**src/rtl/tx_pkg.sv**
```systemverilog
// Shared constants for the PRBS9 QPSK transmitter: LFSR geometry, feedback taps,
// phase counter width and the default S(8,7) symbol levels.
package tx_pkg;

   localparam int unsigned LFSR_WIDTH = 9;
   localparam int unsigned TAP_HI     = 8;
   localparam int unsigned TAP_LO     = 4;

   localparam int unsigned OS_MIN     = 1;
   localparam int unsigned OS_MAX     = 16;
   localparam int unsigned PHASE_W    = 4;

   localparam logic signed [7:0] SYM_POS = 8'sh40;
   localparam logic signed [7:0] SYM_NEG = 8'shC0;

endpackage

```
**src/rtl/prbs9_lfsr.sv**
```systemverilog
// PRBS9 generator, polynomial x^9 + x^5 + 1. The emitted bit is the current MSB;
// one shift per asserted shift_en, so bit_c is the bit of the symbol being issued.
module prbs9_lfsr
   import tx_pkg::*;
#(
   parameter logic [LFSR_WIDTH-1:0] SEED = 9'h1AA
)(
   input  logic clock,
   input  logic reset,
   input  logic shift_en,
   output logic bit_c
);

   logic [LFSR_WIDTH-1:0] lfsr;

   // Shift register: reload seed on reset, advance one step per symbol.
   always_ff @(posedge clock) begin
      if (reset) begin
         lfsr <= SEED;
      end else if (shift_en) begin
         lfsr <= {lfsr[LFSR_WIDTH-2:0], lfsr[TAP_HI] ^ lfsr[TAP_LO]};
      end
   end

   assign bit_c = lfsr[TAP_HI];

endmodule

```
**src/rtl/prbs_qpsk_tx.sv**
```systemverilog
// PRBS9 QPSK symbol source with OS_FACTOR oversampling. Off-symbol samples repeat
// the symbol value by default; define TX_ZERO_STUFF_EN to emit zeros instead.
module prbs_qpsk_tx
   import tx_pkg::*;
#(
   parameter int unsigned           NB_OUTPUT  = 8,
   parameter int unsigned           NBF_OUTPUT = 7,
   parameter int unsigned           OS_FACTOR  = 4,
   parameter logic [LFSR_WIDTH-1:0] SEED_I     = 9'h1AA,
   parameter logic [LFSR_WIDTH-1:0] SEED_Q     = 9'h1FE
)(
   input  logic                        i_clock,
   input  logic                        i_reset,
   input  logic                        i_enable,
   output logic                        o_valid,
   output logic                        o_strobe,
   output logic signed [NB_OUTPUT-1:0] o_symb_I,
   output logic signed [NB_OUTPUT-1:0] o_symb_Q,
   output logic                        o_bit_I,
   output logic                        o_bit_Q
);

   // Parameter legality checks, resolved at elaboration.
   if (SEED_I == '0) begin : g_err_seed_i
      $error("prbs_qpsk_tx: SEED_I must be nonzero");
   end
   if (SEED_Q == '0) begin : g_err_seed_q
      $error("prbs_qpsk_tx: SEED_Q must be nonzero");
   end
   if ((OS_FACTOR < OS_MIN) || (OS_FACTOR > OS_MAX)) begin : g_err_os
      $error("prbs_qpsk_tx: OS_FACTOR must be within 1..16");
   end
   if ((NBF_OUTPUT < 1) || (NBF_OUTPUT >= NB_OUTPUT)) begin : g_err_fmt
      $error("prbs_qpsk_tx: NBF_OUTPUT must be within 1..NB_OUTPUT-1");
   end

   localparam logic signed [NB_OUTPUT-1:0] MAG_GEN = NB_OUTPUT'(1) << (NBF_OUTPUT - 1);
   localparam bit DEFAULT_FMT = (NB_OUTPUT == 8) && (NBF_OUTPUT == 7);
   localparam logic signed [NB_OUTPUT-1:0] LVL_POS =
      DEFAULT_FMT ? NB_OUTPUT'(SYM_POS) : MAG_GEN;
   localparam logic signed [NB_OUTPUT-1:0] LVL_NEG =
      DEFAULT_FMT ? NB_OUTPUT'(SYM_NEG) : -MAG_GEN;
   localparam logic [PHASE_W-1:0] PHASE_LAST = PHASE_W'(OS_FACTOR - 1);

   logic [PHASE_W-1:0] phase;
   logic               sym_cycle_c;
   logic               bit_i_c;
   logic               bit_q_c;

   assign sym_cycle_c = i_enable && (phase == '0);

   // One generator per rail, stepped only on symbol cycles.
   prbs9_lfsr #(.SEED(SEED_I)) u_lfsr_i (
      .clock    (i_clock),
      .reset    (i_reset),
      .shift_en (sym_cycle_c),
      .bit_c    (bit_i_c)
   );

   prbs9_lfsr #(.SEED(SEED_Q)) u_lfsr_q (
      .clock    (i_clock),
      .reset    (i_reset),
      .shift_en (sym_cycle_c),
      .bit_c    (bit_q_c)
   );

   // Sample-phase counter: wraps at OS_FACTOR, frozen while disabled.
   always_ff @(posedge i_clock) begin
      if (i_reset) begin
         phase <= '0;
      end else if (i_enable) begin
         phase <= (phase == PHASE_LAST) ? '0 : phase + PHASE_W'(1);
      end
   end

   // Output register: valid/strobe follow enable, data holds while disabled.
   always_ff @(posedge i_clock) begin
      if (i_reset) begin
         o_valid  <= 1'b0;
         o_strobe <= 1'b0;
         o_bit_I  <= 1'b0;
         o_bit_Q  <= 1'b0;
         o_symb_I <= '0;
         o_symb_Q <= '0;
      end else begin
         o_valid  <= i_enable;
         o_strobe <= sym_cycle_c;
         if (sym_cycle_c) begin
            o_bit_I  <= bit_i_c;
            o_bit_Q  <= bit_q_c;
            o_symb_I <= bit_i_c ? LVL_NEG : LVL_POS;
            o_symb_Q <= bit_q_c ? LVL_NEG : LVL_POS;
         end else if (i_enable) begin
`ifdef TX_ZERO_STUFF_EN
            o_symb_I <= '0;
            o_symb_Q <= '0;
`else
            o_symb_I <= o_symb_I;
            o_symb_Q <= o_symb_Q;
`endif
         end
      end
   end

endmodule

```
**config.mk**
```make
export PLATFORM = sky130hd
export DESIGN_NAME = prbs_qpsk_tx
export DESIGN_NICKNAME = d
export VERILOG_FILES = /design/src/rtl/tx_pkg.sv /design/src/rtl/prbs9_lfsr.sv /design/src/rtl/prbs_qpsk_tx.sv
export SDC_FILE = /design/constraint.sdc
export NUM_CORES = 1
export LEC_CHECK = 0
export CAP_MARGIN = 5
export CORE_MARGIN = 8
export CORE_UTILIZATION = 45
export DETAILED_ROUTE_END_ITERATION = 12
export MAX_ROUTING_LAYER = met4
export PLACE_DENSITY = 0.74
export SLEW_MARGIN = 20
export SYNTH_ARGS = -nofsm -noshare
export SYNTH_HDL_FRONTEND = slang
export SYNTH_SLANG_ARGS = --single-unit
```
**constraint.sdc**
```tcl
create_clock -name i_clock -period 1.2 [get_ports i_clock]
set_clock_uncertainty 0.15 [all_clocks]
set_input_delay 0.12 -clock i_clock [delete_from_list [all_inputs] [get_ports i_clock]]
set_output_delay 0.12 -clock i_clock [all_outputs]
set_load 0.05 [all_outputs]
```
### Yosys cells after proc, flatten, opt, wreduce, memory -nomap -nowiden

Index checks and enable logic that the tools add are counted.

* register bits: 42
* input bits: 3
* output and inout bits: 20

* $add $sub $neg: 1
* equality and inequality tests: 1
* mux-type cells: 3
* bitwise operators: 2
* reductions and logical operators: 2

Operator list (number)
* $mux W8: 2
* $add A4 B1 Y4 const B: 1
* $eq A4 B2 Y1 const B: 1
* $logic_not A4 Y1: 1
* $mux W4: 1
* $xor A1 B1 Y1: 2
* $logic_and A1 B1 Y1: 1

### Logic depth before layout (Yosys ltp)

Gate-level depths: netlist of the first run.

* depth after elaboration: 2
* depth in mapped cells: 7

### Modules after synthesis

A second synthesis of the first run with hierarchy kept.

* cell total of the unflattened synthesis: 115
* area total of the unflattened synthesis: 1241.2 µm²

Modules (own cells, without submodules)
* prbs_qpsk_tx: instances 1, cells each 55, area an instance 543.0 µm²
* prbs9_lfsr (u_lfsr_q): instances 1, cells each 30, area an instance 352.8 µm²
* prbs9_lfsr (u_lfsr_i): instances 1, cells each 30, area an instance 345.3 µm²

### Least setup slack after synthesis of the first run

Ideal clock, no wire load.

* path type: reg-to-reg
* start: register phase[0]
* end: register o_symb_I[6]
* setup time: 131 ps
* arrival: 1093 ps
* path slack: -174 ps
* stages on the path, launching flop included: 7
* path buffers: 1
* period minus slack after synthesis: 1374 ps
* cell sequence: dfxtp_1 inv_1 ha_1 and4bb_4 buf_4 nor2_1 nor2_1

* word-level cells in the longest chain between the ends: 2

Ends and longest elaborated chain
* start: declaration: line prbs_qpsk_tx.sv:45 `logic [PHASE_W-1:0] phase;`
* start signal: assignment: line prbs_qpsk_tx.sv:72 `phase <= (phase == PHASE_LAST) ? '0 : phase + PHASE_W'(1);`
* $logic_not A4 Y1: line prbs_qpsk_tx.sv:50 `assign sym_cycle_c = i_enable && (phase == '0);`
* $logic_and A1 B1 Y1: line prbs_qpsk_tx.sv:50
* end signal: assignment: line prbs_qpsk_tx.sv:91 `o_symb_I <= bit_i_c ? LVL_NEG : LVL_POS;`
* end signal: assignment: line prbs_qpsk_tx.sv:98 `o_symb_I <= o_symb_I;`
* end: declaration: line prbs_qpsk_tx.sv:17 `output logic signed [NB_OUTPUT-1:0] o_symb_I,`

No other way between the ends.
A chain may end at the register's enable or synchronous reset.

### Final worst setup path of the first run

* start: register phase[1]
* end: register o_symb_Q[7]

* word-level cells in the longest chain between the ends: 2

Ends and longest elaborated chain
* $logic_not A4 Y1: line prbs_qpsk_tx.sv:50
* $logic_and A1 B1 Y1: line prbs_qpsk_tx.sv:50
* end signal: assignment: line prbs_qpsk_tx.sv:92 `o_symb_Q <= bit_q_c ? LVL_NEG : LVL_POS;`
* end signal: assignment: line prbs_qpsk_tx.sv:99 `o_symb_Q <= o_symb_Q;`
* end: declaration: line prbs_qpsk_tx.sv:18 `output logic signed [NB_OUTPUT-1:0] o_symb_Q,`

No other way between the ends.

==> run summary, run 1 <==
The logs give 0.207 for the met2 capacity usage during global routing and 18 for the row count. The global-route met3 utilization was 0.0218. Setup repair after global routing could not meet its margin everywhere. The post-route fraction of the period consumed by the critical path is 1.13, and the height of the chip is 67.1 µm. Clock latency on the worst-skew pair, taken at its later pin, is 330 ps. The via count of the first global-routing pass was 892.

The tools report the wire length after detailed routing as 2440 µm. 0 antenna diodes ended up in the layout. For the max-slew violation total from the final report, the log shows 0.

Wire length per cell after detailed routing: 13.5 µm. The share of final-layout standard cells stronger than drive strength 1 is 0.358, and the number of enable flip-flop cells after synthesis is 0. The hold violation total from the final report is 0, and the count of different cell masters after synthesis is 24.

The die covers 4500 µm². The final worst slack was -161 ps; the total negative slack for setup checks was -2410 ps. The wire length of the first global-routing pass was 4030 µm. The tools report the number of antenna violations at the first check in global routing as 0. Setup violations remaining at the end of the flow were counted as 24. In the final design database the tool counted 157 nets. For the number of H-tree levels, the log shows 1. By area the synthesized netlist is led by sky130_fd_sc_hd__dfxtp_1, sky130_fd_sc_hd__nand2_1, sky130_fd_sc_hd__buf_4. IR analysis of the VDD net gives a maximum drop of 0.000757 V. The minimum clock period works out to 1360 ps. Summing every instance area after synthesis gives 1170 µm².

In this run the horizontal extent of the chip is 67.1 µm. The root buffer cell chosen for the clock tree is sky130_fd_sc_hd__clkbuf_4. TritonCTS built the clock tree. In this run, CTS created clock tree buffers numbering 3. Detailed placement finished with a half-perimeter wire length of 1680 µm. The number of design-rule violations left by the first detailed-router iteration is 41. The run finished, with violations left. Summed over all instances, the cell type with the most area after synthesis is sky130_fd_sc_hd__dfxtp_1. For this design the total switching power over the nets is 0.688 mW. The achievable clock frequency is 735 MHz. The critical-path maximum fanout was 5. The final non-filler cell area was 1520 µm²; the total power divided by cell area was 1340 nW/µm².

The met1 global-route usage was 0.124. The clock transition time at the flip-flop clock pins of the worst setup and hold paths is 150 ps, and the data arrival time of the critical path is 1480 ps. OpenSTA, run right after detailed placement, puts the worst setup slack at -331 ps. The filler cells instantiated in the layout total 209. The worst stage delay on the critical path was 350 ps; the all-layer global routing usage was 0.118.

In this run the count of I/O pins placed on the die edge is 23. During synthesis, Yosys emitted a total of 0 warnings. The largest delay contributor family on the critical path is simple AND/OR/NAND/NOR gates. The number of vias per cell after detailed routing came out at 4.88. STA classifies the critical path endpoint as a flip-flop. The register bit count reported by yosys is 27.

The number of hold buffers added after CTS came out at 0. Entering global routing, the biggest net connects 28 pins. The placement-stage cell area is 1410 µm², and the number of cells produced by synthesis is 133.

The initial standard-cell utilization of the core is 0.474. By startpoint and endpoint, the worst setup path is classified as flip-flop to flip-flop. The part of the total power dissipated in the clock network is 0.195, and the detailed-route DRC error count is 0. The type of the worst min-delay path was flip-flop to flip-flop.

The post-synthesis async set-or-reset flop share works out to 0. The post-synthesis area per instance works out to 8.83 µm². For the weighted congestion reported at the end of routability-driven placement, the log shows 0.732. The largest individual stage delay along the critical path comes from the cell sky130_fd_sc_hd__dfxtp_2. For this run the aggregate overflow at the end of global routing stands at 0. No sink is reached through more buffers than the 2 on the longest clock path. The number of port buffers is 10. The internal power of the cells totals 1.35 mW. The total area inside the core boundary comes to 2480 µm². The dominant register cell in the synthesized netlist is sky130_fd_sc_hd__dfxtp_1. For this block, the via count after detailed routing is 883. The first TritonRoute pass finished after 4 iterations.

The fraction of the yosys area taken by sequential cells is 0.460, and the number of buffer and inverter instances along the worst setup path is 2. The checks that failed: negative setup slack. The clock drives 27 sinks.

The share of Yosys cell area claimed by the top area cell type is 0.460. Walking the worst path, the cells encountered are inv_2 > ha_4 > and4bb_4 > buf_6 > nand2_2 > a21oi_2. For the power share of the combinational group, the log shows 0.292. The logs give 1320 ps for the data required time at the worst endpoint and 0 for the total of max-cap violations. The layer with the highest usage after global routing was met2.

The fraction of power consumed by sequential logic was 0.513; the remaining antenna violation count after routing was 0. The switching share of total power came out at 0.337. The reported leakage power is 0.645 nW.

The worst setup path is launched from a flip-flop. The area added between synthesis and finish was 29.2%.
## logic make-up after synthesis
family / share of synthesized area
simple gates: 0.277
flops: 0.460
buf+inv: 0.145
compound gates: 0.0628
xor+xnor: 0.0224
fa+ha+maj: 0.0213
other cells: 0.00319
mux: 0.00852
## cell usage after synthesis, types with 2 or more instances
library cell and n:
sky130_fd_sc_hd__inv_1 3, sky130_fd_sc_hd__a21oi_1 3, sky130_fd_sc_hd__a21oi_2 4, sky130_fd_sc_hd__dfxtp_1 27, sky130_fd_sc_hd__a211oi_1 2, sky130_fd_sc_hd__xnor2_1 2, sky130_fd_sc_hd__nor2_1 9, sky130_fd_sc_hd__buf_4 16
sky130_fd_sc_hd__nand3b_1 13, sky130_fd_sc_hd__clkbuf_1 2, sky130_fd_sc_hd__ha_1 2, sky130_fd_sc_hd__nand2_1 37, sky130_fd_sc_hd__nand2_2 2
## layout make-up
type,count,area (µm²),share of cell area
sequential,27,548,0.361
tap,30,37.5,0.0247
clock buffer,3,22.5,0.0148
multi-input combinational,94,588,0.387
clock inverter,1,5.00,0.00330
inverter,3,11.3,0.00742
timing repair buffer,23,305,0.201
## path summary, 6_finish.rpt
kind,end,cells past startpoint,slack [ps],startpoint
min reg2reg,u_lfsr_i.lfsr[4],2,330,u_lfsr_i.lfsr[3]
max,o_symb_Q[7],6,-160,phase[1]
max reg2reg,o_symb_Q[7],6,-160,phase[1]
min,u_lfsr_i.lfsr[4],2,330,u_lfsr_i.lfsr[3]
## registers in the layout (all words and copies together), names as in the netlist
| register | cells |
|---|---|
| u_lfsr_q.lfsr | 9 |
| o_valid | 1 |
| u_lfsr_i.lfsr | 9 |
| phase | 4 |
| o_symb_Q | 1 |
| o_strobe | 1 |
| o_symb_I | 2 |
## power groups by stage
stage	sequential, mW	combinational [mW]	clock [mW]
finish	1.05	0.597	0.397
global route	1.06	0.635	0.456
CTS	1.04	0.575	0.400
detailed placement	1.06	0.551	0
global placement	1.06	0.532	0
floorplan	1.09	0.383	0
## layout by cell type (no fill, tap or decap), types with 3 or more instances in the layout
| master | synthesis | final |
|---|---|---|
| sky130_fd_sc_hd__nand2_1 | 37 | 30 |
| sky130_fd_sc_hd__a21oi_2 | 4 | 6 |
| sky130_fd_sc_hd__clkbuf_4 | 0 | 3 |
| sky130_fd_sc_hd__dfxtp_1 | 27 | 23 |
| sky130_fd_sc_hd__buf_6 | 1 | 4 |
| sky130_fd_sc_hd__buf_12 | 0 | 9 |
| sky130_fd_sc_hd__conb_1 | 1 | 12 |
| sky130_fd_sc_hd__nand2_2 | 2 | 9 |
| sky130_fd_sc_hd__nand3b_1 | 13 | 13 |
| sky130_fd_sc_hd__nor2_1 | 9 | 7 |
| sky130_fd_sc_hd__dfxtp_2 | 0 | 3 |
| sky130_fd_sc_hd__buf_4 | 16 | 8 |
## worst register-to-register path, delay by kind of cell (launching register included)
kind                       cells  cell delay (ps)
and+or+nand+nor                2              360
DFF                            1              350
buffers and inverters          2              200
adders and majority gates      1              140
AOI/OAI and AO/OA              1              110
## what timing repair did
action / 4_1_cts / 5_1_grt
gates resized for setup: 8 / 11
cloned: 1 / 0
setup endpoints to repair: 29 / 29
pin swaps: 3 / 4
setup buffers: 0 / 1
## stage by stage
stage               utilization  hold WS (ps)  cells  power, mW
floorplan                     -          75.9    144       1.47
global placement          0.568           292    175       1.59
detailed placement        0.568           306    175       1.61
CTS                       0.597           325    180       2.02
global route              0.613           354    181       2.15
finish                    0.613           332    181       2.04
## layer usage
| metal | vias to the layer above | wire length [µm] |
|---|---|---|
| li1 | 441 | - |
| met1 | 425 | 996 |
| met2 | 13 | 1320 |
| met3 | 4 | 88 |
| met4 | 0 | 30 |
| met5 | - | 0 |
Note: power is estimated with default switching activity, not from simulation.
==> run 2: changes to the inputs <==
--- a/config.mk
+++ b/config.mk
@@ -7,10 +7,10 @@
 export LEC_CHECK = 0
 export CAP_MARGIN = 5
 export CORE_MARGIN = 8
-export CORE_UTILIZATION = 45
+export CORE_UTILIZATION = 40
 export DETAILED_ROUTE_END_ITERATION = 12
 export MAX_ROUTING_LAYER = met4
-export PLACE_DENSITY = 0.74
+export PLACE_DENSITY = 0.67
 export SLEW_MARGIN = 20
 export SYNTH_ARGS = -nofsm -noshare
 export SYNTH_HDL_FRONTEND = slang
==> run 2 against run 1 <==
Effect of this change: the run still ends with negative setup slack left; routed wire length shrank 7.0%; critical path depth unchanged; final area increased by 3.5%; utilization fell by 4.8 points; sequential share of layout area shrank 1.3 points; clock power rose by 3%; register-to-register slack worse by 30 ps; largest power group unchanged.
==> run summary, run 2 (synthesis gave the netlist of run 1 again) <==
The endpoint identified for the worst register-to-register timing path is u_lfsr_q.lfsr[1]. Entering global routing, the biggest net connects 28 pins. The number of antenna violations at the first check in global routing is 0. The worst hold path was traced through 2 stages. The share of final-layout standard cells stronger than drive strength 1 is 0.359. The flow ran to the end, but the final reports show violations.

For hold timing, the worst endpoint is u_lfsr_i.lfsr[2]. The largest registers in the layout are u_lfsr_i.lfsr x9, u_lfsr_q.lfsr x9, phase x4. The run gives 844 as the via count of the first global-routing pass. The number of hold buffers added after CTS was 0. The run gives 0.422 as the initial standard-cell utilization of the core. The first detailed-routing pass ran for 4 iterations. The floorplan has 19 rows. The hold violation total from the final report was 0; the final worst slack was -189 ps. The run gives 1570 µm² as the final non-filler cell area. The data required time at the worst endpoint came out at 1340 ps. After filler insertion, the fill cell instance count of the layout stands at 233. The logs give 318 ps for the worst hold slack and 0.0912 for the all-layer global routing usage. The area growth from synthesis to layout is 33.7%. In the routed design, unresolved DRC markers number 0.

The minimum clock period was 1390 ps. Once detailed placement completed, the half-perimeter wirelength came to 1470 µm. The total of max-cap violations was 0; the standard cell core area was 2780 µm².

In this run the vertical extent of the chip is 70.2 µm. Once layout is complete, the cells apart from fillers number 184. Setup repair after global routing could not meet its margin everywhere.

The category of the worst setup path capture point was a flip-flop. The checks that failed: negative setup slack. For the maximum number of buffers from clock root to sink, the log shows 2.

In the layout the commonest cells are sky130_fd_sc_hd__nand2_1, sky130_fd_sc_hd__dfxtp_1, sky130_fd_sc_hd__nand3b_1. For this block, the initial DRC count from the detailed router was 42. The wire length after detailed routing came out at 2270 µm. The die covers 4930 µm². The first global-routing pass estimated 3700 µm of wire. TritonCTS built the clock tree. The launch point of the worst path was phase[1]. The tree is rooted in a sky130_fd_sc_hd__clkbuf_4. The post-route fraction of the period consumed by the critical path is 1.16, and the power after layout is 2.07 mW. The beginning of the worst register-to-register path is phase[1]. For this run, the post-layout net count is 159. The placement-stage cell area was 1420 µm²; the clock transition time at the flip-flop clock pins of the worst setup and hold paths was 150 ps.

During I/O placement, the number of pins put on the boundary was 23. The number of antenna diodes in the final layout is 0. For the share of the core filled with cells in the final layout, the log shows 0.565. At the end of routability-driven placement, the weighted congestion stood at 0.792.

The number of cells on the worst reg-to-reg path is 6. The data arrival time of the critical path was 1520 ps; the number of vias per cell after detailed routing was 4.75. TritonCTS created 3 clock buffers. The worst-case IR drop observed on VDD is 0.000910 V. The tools report the max-slew violation total from the final report as 0.

The type of the worst min-delay path was flip-flop to flip-flop. From left edge to right edge, the die measures 70.2 µm. The clock reaches the later pin of the worst-skew pair after 330 ps. The worst setup path category is flip-flop to flip-flop. Power spread over the standard cell area amounts to 1320 nW/µm².

Along the worst path, the maximum fanout reaches 8. The most common library cell in the layout ignoring fill and taps was sky130_fd_sc_hd__nand2_1. Static timing analysis puts the maximum clock frequency at 720 MHz. The number of placed instances, taps included, is 176.

STA classifies the critical path startpoint as a flip-flop. The number of H-tree levels is 1. For this run the aggregate overflow at the end of global routing stands at 0. The setup check on the worst reg-to-reg path leaves a slack of -190 ps. The clock net in this run drives a total of 27 sinks. In this run the tool buffered the top-level ports with 10 buffer cells. Setup violations remaining at the end of the flow were counted as 26.

Startpoint of the tightest hold check path: u_lfsr_i.lfsr[1]. Dividing the detail-routed wire length by the instance count gives 12.3 µm. The analysis attributes to cell leakage a power of 0.683 nW. For the remaining antenna violation count after routing, the log shows 0. The tools report the number of vias after detailed routing as 874.
-- run 2: cell types whose count changed in the layout (fill, tap and decap cells not counted), sizes merged --
cell      before  now
buf           21   23
and4bb         2    1
clkbuf         3    4
clkinv         1    0
clkinvlp       0    1
-- run 2: power by group --
part | switching [mW] | total, mW | internal, mW
sequential | 0.0735 | 1.05 | 0.979
clock | 0.280 | 0.408 | 0.128
combinational | 0.345 | 0.610 | 0.265
-- run 2: timing repair --
item	in CTS	in global routing
endpoints found under the hold margin	0	0
gates cloned	0	1
setup endpoints to repair	29	32
buffers inserted	4	0
resized for setup	7	14
pin swaps	5	12
-- run 2: area by class of cell --
class	count	area, µm²	share of cell area
Inverter	3	11.3	0.00717
Sequential cell	27	547	0.348
Timing Repair Buffer	26	354	0.225
Tap cell	31	38.8	0.0247
Clock buffer	3	22.5	0.0143
Clock inverter	1	7.51	0.00478
Multi-Input combinational cell	93	589	0.375
-- run 2: how the worst max path moves through the flow --
stage,to,slack [ps],cells after the start
3_3_place_gp,u_lfsr_i.lfsr[4],-250,5
4_1_cts,o_symb_Q[7],-170,6
3_5_place_dp,o_symb_Q[7],-280,5
6_report,u_lfsr_q.lfsr[1],-190,6
5_1_grt,o_symb_Q[7],-210,6
2_1_floorplan,u_lfsr_i.lfsr[3],-70,6
-- run 2: worst max-delay path, stage by stage (launching register included) --
cell                        delay (ps)
sky130_fd_sc_hd__dfxtp_2           350
sky130_fd_sc_hd__inv_2              60
sky130_fd_sc_hd__ha_4              130
sky130_fd_sc_hd__and4bb_4          330
sky130_fd_sc_hd__clkbuf_16         200
sky130_fd_sc_hd__nand2_4            40
sky130_fd_sc_hd__nand3b_1           80
-- run 2: metal layers --
layer / vias up / global-route usage / wire, µm / share of wire
met5: - / - / 0 / 0
met4: 0 / 0.0536 / 55 / 0.024
met3: 4 / 0.0268 / 103 / 0.045
met2: 14 / 0.150 / 1150 / 0.51
met1: 416 / 0.0946 / 962 / 0.42
li1: 440 / - / - / -
-- run 2: per-stage QoR --
stage | TNS (ps) | worst slack (ps)
floorplan | -1250 | -71.8
finish | -3560 | -189
global placement | -4780 | -249
CTS | -2990 | -166
global route | -4590 | -214
detailed placement | -5470 | -284
==> run 3: changes to the inputs <==
==> constraint.sdc (replaced) <==
create_clock -name i_clock -period 1.25 [get_ports i_clock]
set_clock_uncertainty 0.15 [all_clocks]
set_input_delay 0.125 -clock i_clock [delete_from_list [all_inputs] [get_ports i_clock]]
set_output_delay 0.125 -clock i_clock [all_outputs]
set_load 0.05 [all_outputs]
==> run 3 against run 2 <==
Effect of this change: the run still ends with negative setup slack left; die area is the same; worst hold slack lost 5.9 ps; utilization shrank 1.3 points; cell count shrank 1.1%; routed wire length shrank 9.3%; maximum frequency grew 1.4%; count of clock-buffer cells in the layout is the same; global-route usage shrank 0.26 points; sequential power shrank 4%; worst setup slack gained 69 ps; largest power group unchanged.
==> run summary, run 3 (synthesis gave the netlist of run 1 again) <==
The flow ran to the end, but the final reports show violations. The final reports fail on negative setup slack. The run gives 0 as the hold violation total from the final report. For the maximum number of buffers from clock root to sink, the log shows 2. The logs give 0 for the max-slew violation total from the final report and 34 for the number of design-rule violations left by the first detailed-router iteration. After detailed routing, the total wire length is 2060 µm. Entering global routing, the biggest net connects 28 pins. The run gives 826 as the via count of the first global-routing pass. Across the run, the number of max-cap violations was 0.

Worst setup path category: flip-flop to flip-flop. The data arrival time of the critical path was 1500 ps. The tools report the wire length of the first global-routing pass as 3550 µm. STA classifies the critical path endpoint as a flip-flop. The wire length per cell after detailed routing is 11.3 µm. The largest individual stage delay along the critical path comes from the cell sky130_fd_sc_hd__dfxtp_2.

The library cells used most frequently in the layout, excluding fill and tap cells, are sky130_fd_sc_hd__nand2_1, sky130_fd_sc_hd__dfxtp_1, sky130_fd_sc_hd__nand3b_1. The type of the worst min-delay path was flip-flop to flip-flop. The critical-path maximum fanout is 8. The all-layer global routing usage is 0.0886.

Across the VDD grid, the largest voltage drop is 0.000923 V. For the row count, the log shows 19. Dividing the detail-routed via count by the number of cells gives 4.66. The total negative slack for setup checks came out at -1830 ps. For the detailed-route DRC error count, the log shows 0. The library cell used most frequently in the layout, excluding fill and tap cells, is sky130_fd_sc_hd__nand2_1.

STA puts the critical path data required time at 1380 ps. Summing over every cut layer, the via total after detailed routing is 848. The run gives 4930 µm² as the die outline area.

The largest single stage delay on the critical path is 350 ps. The area added between synthesis and finish is 30.7%. The worst path in the final design needs a cycle of 1370 ps, including I/O delays and setup. The startpoint kind of the worst setup timing path is a flip-flop. The number of H-tree levels was 1; the reported leakage power was 0.661 nW. The post-route fraction of the period consumed by the critical path is 1.10. The number of port buffers was 10. 0 antenna diodes ended up in the layout. Dividing total power by cell area gives a power density of 1280 nW/µm².

Setup repair after global routing could not meet its margin everywhere. In the final layout, the registers with the most flip-flops are u_lfsr_i.lfsr x9, u_lfsr_q.lfsr x9, phase x4. The later pin in the worst-skew pair is clocked with a latency of 330 ps. The logs give 1420 µm² for the placement-stage cell area and 2780 µm² for the standard cell core area.

In this run the remaining antenna-violating nets after routing total 0. The tools report the number of antenna violations at the first check in global routing as 0. The horizontal die dimension came out at 70.2 µm. Setup violations remaining at the end of the flow were counted as 21. The share of final-layout standard cells stronger than drive strength 1 was 0.351; the number of buffers created by CTS was 3. The logs give 1540 µm² for the final non-filler cell area and 23 for the top-level I/O count. TritonCTS built the clock tree. Detailed placement ended at an HPWL of 1490 µm.

The final worst slack was -120 ps; the weighted congestion reported at the end of routability-driven placement was 0.789. The number of search-and-repair iterations in the first detailed-routing pass was 4. The clock net in this run drives a total of 27 sinks. Global routing finished with a remaining overflow of 0. Buffer cell driving the clock tree root: sky130_fd_sc_hd__clkbuf_4. After clock tree synthesis, the clock-pin slew on the worst setup and hold paths is 150 ps. The height of the chip came out at 70.2 µm. The achievable clock frequency came out at 730 MHz. After the last flow step, the layout net total stands at 157.

The run gives 0.552 as the share of the core filled with cells in the final layout. The signal on the critical path passes through inv_2 > ha_4 > and4bb_4 > buf_12 > nand2_2 > a21oi_2. The logs give 0.422 for the initial standard-cell utilization of the core and 312 ps for the worst hold slack.
run 3: cell type report:
class                   count  area (µm²)
well taps                  31        38.8
flip-flops and latches     27         546
inverters                   3        11.3
clock buffers               3        22.5
repair buffers             24         328
clock inverters             1        7.51
multi-input cells          93         582
fillers                   253        1250
run 3: where the power goes:
group          total, mW  internal (mW)  leakage (nW)  switching [mW]
sequential          1.01          0.941         0.225          0.0665
clock              0.389          0.123        0.0139           0.266
combinational      0.566          0.243         0.422           0.322
run 3: final timing paths:
path,start,cells after the start,endpoint,slack [ps]
setup / recovery,phase[1],6,o_symb_I[7],-120
hold / removal,u_lfsr_i.lfsr[5],2,u_lfsr_i.lfsr[6],310
setup reg to reg,phase[1],6,o_symb_I[7],-120
hold reg to reg,u_lfsr_i.lfsr[5],2,u_lfsr_i.lfsr[6],310
run 3: per-layer routing:
layer  track usage  share of wire  up-vias
met1        0.0857           0.45      391
met4        0.0402          0.018        0
li1              -              -      437
met2         0.152           0.48       15
met5             -              0        -
met3        0.0353          0.049        5
run 3: repair_timing:
item / CTS / global route
setup endpoints to repair: 27 / 25
setup buffers: 1 / 0
pin swaps: 1 / 12
resized for setup: 4 / 11
cloned: 0 / 1
hold buffers: 0 / 0
run 3: through the flow:
step,std cells,power [mW],setup slack [ps]
6_report,182,1.96,-120
5_1_grt,182,2.06,-168
2_1_floorplan,144,1.41,-21.8
3_5_place_dp,176,1.55,-247
3_3_place_gp,176,1.54,-200
4_1_cts,181,1.94,-124
run 3: worst max-delay path: cells and delay by family, from the launching register on:
kind / cells / cell delay [ps]
AO/OA/AOI/OAI: 1 / 120
adder cells (fa/ha/maj): 1 / 130
buffers and inverters: 2 / 200
flip-flops: 1 / 350
AND/OR/NAND/NOR: 2 / 370
==> variant, RTL diff (config.mk and constraints of run 1) <==
Set the parameter `NB_OUTPUT` to 10 (it was 8).
--- a/src/rtl/prbs_qpsk_tx.sv
+++ b/src/rtl/prbs_qpsk_tx.sv
@@ -3,7 +3,7 @@
 module prbs_qpsk_tx
    import tx_pkg::*;
 #(
-   parameter int unsigned           NB_OUTPUT  = 8,
+   parameter int unsigned           NB_OUTPUT  = 10,
    parameter int unsigned           NBF_OUTPUT = 7,
    parameter int unsigned           OS_FACTOR  = 4,
    parameter logic [LFSR_WIDTH-1:0] SEED_I     = 9'h1AA,
Ports: changed (resized o_symb_I and o_symb_Q); port bits go from 23 to 27. No check against the original RTL was run, so the function may have changed too.
==> variant against run 1 <==
- the flow still finishes with violations (setup timing)
- worst setup slack lost 18 ps
- largest power group unchanged
- sequential cell count stayed put
- area after synthesis rose by 2.6%
- final area is 6.0% higher
- routed wire length fell by 4.2%
- count of clock-buffer cells in the layout is the same
- power up 4.9%
- hold slack got worse by 4.1 ps
==> variant: results (changes against run 1) <==
The clock network contribution to total cell area came out at 0.01866 (+0.0005258). The run finished, with violations left. The fraction of the core area covered by cells at the end of the flow was 0.6436 (+0.03102); the worst slack after detailed placement was -334.4 ps (-3.160 ps). The tools report the routing usage on met2 as 0.1929 (-0.01379).

The total wire length is 2338 um (-4.2%). The post-cts sizing count is 13 (+5). The run gives 164 (+4.5%) as the net count of the finished layout.

The number of DRC violations after detailed-routing iteration 0 came out at 17 (-59%). For the number of filler instances in the final layout, the log shows 203 (-2.9%). The instance area after placement was 1503 um2 (+6.8%). The fraction of area in registers was 0.3445 (-0.01661). The checks that failed: setup timing.

The routed length on met3 is 170 um (+93%), and the mean post-synth cell area is 8.795 um2 (-0.44%). The tools report the switching power as 0.0007417 W (+7.8%). Count of endpoints failing setup in the final report: 26 (+8.3%).

For the met1 usage in global routing, the log shows 0.1103 (-0.01365). Largest voltage drop on the vdd net: 1.014 mV (+34%). The leakage component of the power was 0.6887 nW (+6.9%); the mux share of post-synthesis cell area was 0.008307 (-0.0002123). The number of signal-net buffers in the layout was 31 (+35%); the via density per instance was 4.739 (-2.9%).

The number of placed instances with taps included is 181 (+3.4%). For the power of the clock network, the log shows 0.000401 W (+1%). The setup slack after layout is -179.1 ps (-17.73 ps), and the post-synthesis sequential area ratio is 0.4486 (-0.01147). The post-synthesis share of cell area spent on full adders, half adders and majority gates is 0.02077 (-0.0005308).
variant: changes by cell type after synthesis, sizes merged:
cell | run 1 | this run
clkbuf | 2 | 1
buf | 19 | 24
variant: worst max-delay path by stage:
stage,startpoint,endpoint,cells past startpoint
after floorplan,phase[0]$_SDFFE_PP0P_,u_lfsr_q.lfsr[7]$_SDFFE_PP1P_,6
after global placement,i_enable,u_lfsr_i.lfsr[4]$_SDFFE_PP0P_,5
after detailed placement,i_enable,u_lfsr_i.lfsr[4]$_SDFFE_PP0P_,5
after CTS,phase[0]$_SDFFE_PP0P_,u_lfsr_i.lfsr[4]$_SDFFE_PP0P_,6
after global routing,phase[0]$_SDFFE_PP0P_,u_lfsr_q.lfsr[1]$_SDFFE_PP1P_,6
final,phase[0]$_SDFFE_PP0P_,u_lfsr_i.lfsr[4]$_SDFFE_PP0P_,6
variant: cell families after synthesis:
kind of cell | after synthesis
other cells | 1
compound gates | 10
flops | 27
fa+ha+maj | 2
mux | 1
simple gates | 65
xor+xnor | 3
buf+inv | 28
